`src/rtl/rx_side_assembler.sv`:
```
// Receive-side block assembler: packs four consecutive 32-bit side words into one
// 128-bit block, first word most significant, with a one-block output buffer.
module rx_side_assembler #(
    parameter int WORD_W    = 32,
    parameter int NUM_SIDES = 4
) (
    input  logic                        clk,
    input  logic                        n_rst,
    input  logic                        clear,
    input  logic                        word_valid,
    input  logic [WORD_W-1:0]           word_in,
    output logic                        word_ready,
    output logic [1:0]                  side_idx,
    output logic                        blk_valid,
    output logic [WORD_W*NUM_SIDES-1:0] blk_out,
    input  logic                        blk_ready
);

    localparam int BLK_W = WORD_W * NUM_SIDES;

    typedef enum logic {
        FILL,
        HOLD
    } state_t;

    state_t             state_q;
    logic [1:0]         sideIdx_q, sideIdx_d;
    logic [BLK_W-1:0]   asm_q, asm_d;
    logic [BLK_W-1:0]   blkOut_q;
    logic               lastSide;
    logic               accept;
    logic               complete;
    logic               drain;

    // Only the closing word of a block can stall, and only while the output
    // register is still full and not being drained this cycle.
    always_comb begin
        lastSide   = (sideIdx_q == 2'd3);
        word_ready = !(lastSide && (state_q == HOLD) && !blk_ready);
        accept     = word_valid && word_ready && !clear;
        complete   = accept && lastSide;
        drain      = (state_q == HOLD) && blk_ready;
    end

    always_comb begin
        asm_d     = asm_q;
        sideIdx_d = sideIdx_q;
        if (clear) begin
            asm_d     = '0;
            sideIdx_d = 2'd0;
        end else if (accept) begin
            sideIdx_d = sideIdx_q + 2'd1;
            case (sideIdx_q)
                2'd0:    asm_d[BLK_W-1          -: WORD_W] = word_in;
                2'd1:    asm_d[BLK_W-1-WORD_W   -: WORD_W] = word_in;
                2'd2:    asm_d[BLK_W-1-2*WORD_W -: WORD_W] = word_in;
                default: asm_d[WORD_W-1         -: WORD_W] = word_in;
            endcase
        end
    end

    // asm_d already carries the closing word, so a completing edge copies the
    // full block; a completion on a draining edge keeps the FSM in HOLD.
    always_ff @(posedge clk) begin
        if (n_rst) begin
            state_q   <= FILL;
            sideIdx_q <= 2'd0;
            asm_q     <= '0;
            blkOut_q  <= '0;
        end else begin
            asm_q     <= asm_d;
            sideIdx_q <= sideIdx_d;
            if (complete) begin
                state_q  <= HOLD;
                blkOut_q <= asm_d;
            end else if (drain) begin
                state_q  <= FILL;
            end
        end
    end

    assign side_idx  = sideIdx_q;
    assign blk_valid = (state_q == HOLD);
    assign blk_out   = blkOut_q;

endmodule

```
`config.mk`:
```
export PLATFORM = sky130hd
export DESIGN_NAME = rx_side_assembler
export DESIGN_NICKNAME = d
export VERILOG_FILES = /design/src/rtl/rx_side_assembler.sv
export SDC_FILE = /design/constraint.sdc
export NUM_CORES = 1
export LEC_CHECK = 0
export CAP_MARGIN = 20
export CORE_MARGIN = 2
export CORE_UTILIZATION = 49
export CTS_CLUSTER_SIZE = 14
export DETAILED_ROUTE_END_ITERATION = 10
export GPL_TIMING_DRIVEN = 0
export MAX_ROUTING_LAYER = met4
export PLACE_DENSITY = 0.73
export SLEW_MARGIN = 15
export SYNTH_ARGS = -nofsm -noshare
export SYNTH_HDL_FRONTEND = slang
export SYNTH_SLANG_ARGS = --single-unit
```
`constraint.sdc`:
```
create_clock -name clk -period 1.8 [get_ports clk]
set_clock_uncertainty 0.05 [all_clocks]
set_input_delay 0.36 -clock clk [delete_from_list [all_inputs] [get_ports clk]]
set_output_delay 0.36 -clock clk [all_outputs]
set_load 0.03 [all_outputs]
```
==> metrics.md <==
| Metric | Value |
|---|---|
| Slowest-stage cell, CP | dfxtp_4 |
| GR peak layer | met2 |
| Die Wd | 159 µm |
| Initial antenna violation count | 1 |
| Top FF cell, synth | dfxtp_1 |
| Via count | roughly 12000 |
| Die area | approximately 25000 µm² |
| Max cap viols | 0 |
| CTS Buffer Depth | 3 |
| Netlist cell types | 25 |
| Initial core utilization | 49.9% |
| Post-layout utilization of the core | about two thirds |
| Top-count cell post-synth | dfxtp_1 |
| Max incr delay on CP | 350 ps |
| Pre-CTS setup slack | -1000 ps |
| Met1 usage | a little under half |
| Rows | 56 |
| Core Box Area | 23500 µm² |
| Crit path launch type | register |
| Total leakage power | between 6 and 7 nW |
| Sink Count | 259 |
| Worst EP arrival | approximately 1700 ps |
| Cell taking the most area after synthesis | dfxtp_1 |
| TritonCTS clock tree | built |
| Layout Nets | about 1600 |
| Top-area cell type share of the netlist area | between 40% and 50% |
| Crit Path Max Fanout | 4 |
| Mapped Avg Cell Area | about 9.1 µm² |
| Congestion Overflow GR | 0 |
| Slew Viols, Final | 0 |
| Drt via density | between 6 and 7 |
| Die height | roughly 160 µm |
| Clock Pin Slew Worst Setup and Hold Paths | around 70 ps |
| Filler Cells Inserted | just under 2000 |
| Post-Syn Area | ~12000 µm² |
| Setup ws final | -329 ps |
| Max frequency | roughly 470 MHz |
| WL/cell | about 25 µm |
| Ys Warns | 0 |
| CTS H-tree lvls | 1 |
| Total Routing Usage GR | 35.4% |
| Fin crit period | between 2000 and 2500 ps |
| Clk_lat worst skew | 560 ps |
| Area Growth Syn to Fin | 35.6% |
| RSZ-0062 raised after global routing | yes |
| Routability Congestion | 0.963 |
| Crit share post-route | 118% |
| Power density cells | around 800 nW/µm² |
| Post-synthesis async set-or-reset flop share | 0% |
| M3 GR Usage | 6.79% |
| VDD IR-drop max | approximately 660 µV |
| Register area share after synthesis | between 40% and 50% |
| Inserted Clock Buffers | 28 |
| 1st-iter DRT viols | between 1500 and 2000 |
| Final setup vio count | between 150 and 200 |
| Post-route design area | around 16000 µm² |
| CP endpoint kind | output port |
| HP Class | input pin to register |
| Cell mode on critical path | buf_6 |
| Layout cells sized above 1 | roughly a fifth |
| Pin count of the biggest net entering global routing | 15 |
| Placed Area | ~14000 µm² |
| Drt drc | 0 |
| Synthesis-stage register bit count | about 260 |
| Slew margin rel. | a little under half |
| Vias in the first global route | between 10000 and 15000 |
| Commonest cells post-synth | 259 x dfxtp_1, 157 x nor2b_1, 131 x a21oi_1 |
| Req. time, crit path | 1390 ps |
| Router iterations before antenna repair | 7 |
| Area contributors post-synth | dfxtp_1 44%, a221o_1 11%, and4_1 9.5% |
| Synth Instances | ~1300 |
| FF-to-FF setup slack | -220 ps |
| Clock Tree Root | clkbuf_16 |
| Post-Route WL | 47.5 mm |
| Setup CP Type | register to output port |
| First-pass GRT wire length | about 70 mm |
| Port Buf Inserts | roughly 170 |
| Failing checks | setup timing |
| Final Hold Viols | 0 |
| Worst-Margin Slew | roughly 800 ps |
| Syn Nets | between 1000 and 1500 |
| Antenna viol nets, final | 0 |
| M2 GR Usage | a little over half |
| Status | finished, violations left |
| I/O Pins | roughly 170 |
| EDFF count, synth | 0 |
| CTS hold repair buffers | 0 |
| DP HPWL | between 30 and 40 mm |
| Critical Path, Cell by Cell | ha_4 -> and3b_2 -> buf_6 -> inv_4 -> buf_8 -> buf_6 |
## kinds of logic after synthesis
logic type	count (synthesis)	share of synthesized area (%)
AO/OA/AOI/OAI	390	22.2
adder cells (fa/ha/maj)	5	0.532
buffers and inverters	173	6.78
flip-flops	259	44.1
AND/OR/NAND/NOR	468	26.4
## final cells by class
cell class / count / area [µm²] / area share, %
tap: 319 / 399 / 2.50
multi-input combinational: 863 / 6090 / 38.2
antenna: 1 / 2.50 / 0.0157
clock buffer: 36 / 792 / 4.97
timing repair buffer: 206 / 1970 / 12.3
inverter: 4 / 20.0 / 0.126
sequential: 259 / 5190 / 32.6
buffer: 163 / 1270 / 7.95
clock inverter: 13 / 201 / 1.26
## per-stage QoR
stage | power (mW) | hold WS (ps) | cells | setup TNS [ps]
5_1_grt | 12.9 | 325 | 1864 | -16820
3_5_place_dp | 6.46 | 423 | 1781 | -171580
2_1_floorplan | 6.17 | 472 | 1295 | 0
3_3_place_gp | 6.45 | 424 | 1781 | -170700
6_report | 12.7 | 303 | 1864 | -14090
4_1_cts | 12.6 | 262 | 1841 | -10380
## worst paths after layout
kind                from     endpoint  cells after the start
max reg2reg  side_idx[1]  blk_out[81]                     10
min                clear    blk_valid                      5
max          side_idx[1]   word_ready                      6
min reg2reg  blk_out[24]  blk_out[24]                      1
## state kept, by name, summed over array words and instances (netlist names)
name / flops
blk_valid: 1
blk_out: 128
asm_q: 128
side_idx: 2
## placed cells by master (no fill, tap or decap), drive strengths merged, types with 7 or more instances in the layout
master,n
buf,136
a221o,128
o21ai,130
clkinv,7
clkbuf,103
and4,128
nand3,129
nor2b,157
dlygate4sd2,128
a21oi,131
dfxtp,259
and3,32
clkdlybuf4s50,35
## repair_timing
| action | in CTS | in global routing |
|---|---|---|
| endpoints found under the setup margin | 390 | 256 |
| pin swaps | 1 | 22 |
| cloned | 0 | 6 |
| setup buffers | 13 | 20 |
| gates resized for setup | 297 | 298 |
## worst max-delay path: cells and delay by family (launching register included)
family                   cells  cell delay [ps]
adder cells (fa/ha/maj)      1              170
buffers and inverters        4              410
flip-flops                   1              350
AND/OR/NAND/NOR              1              220
## power by group
part           leakage, nW  total [mW]  switching [mW]  internal (mW)
Sequential            2.09        5.75         0.00469           5.75
Combinational         4.02       0.689           0.470          0.219
Clock                0.493        6.27            2.47           3.81
## per-layer routing
metal,wire (µm),share of wire [%],vias to the layer above
met1,18600,39,5852
met4,2170,4.6,0
met5,0,0,-
met3,5790,12,194
li1,-,-,5357
met2,21000,44,998
No activity file was read; power rests on OpenSTA's default activity.
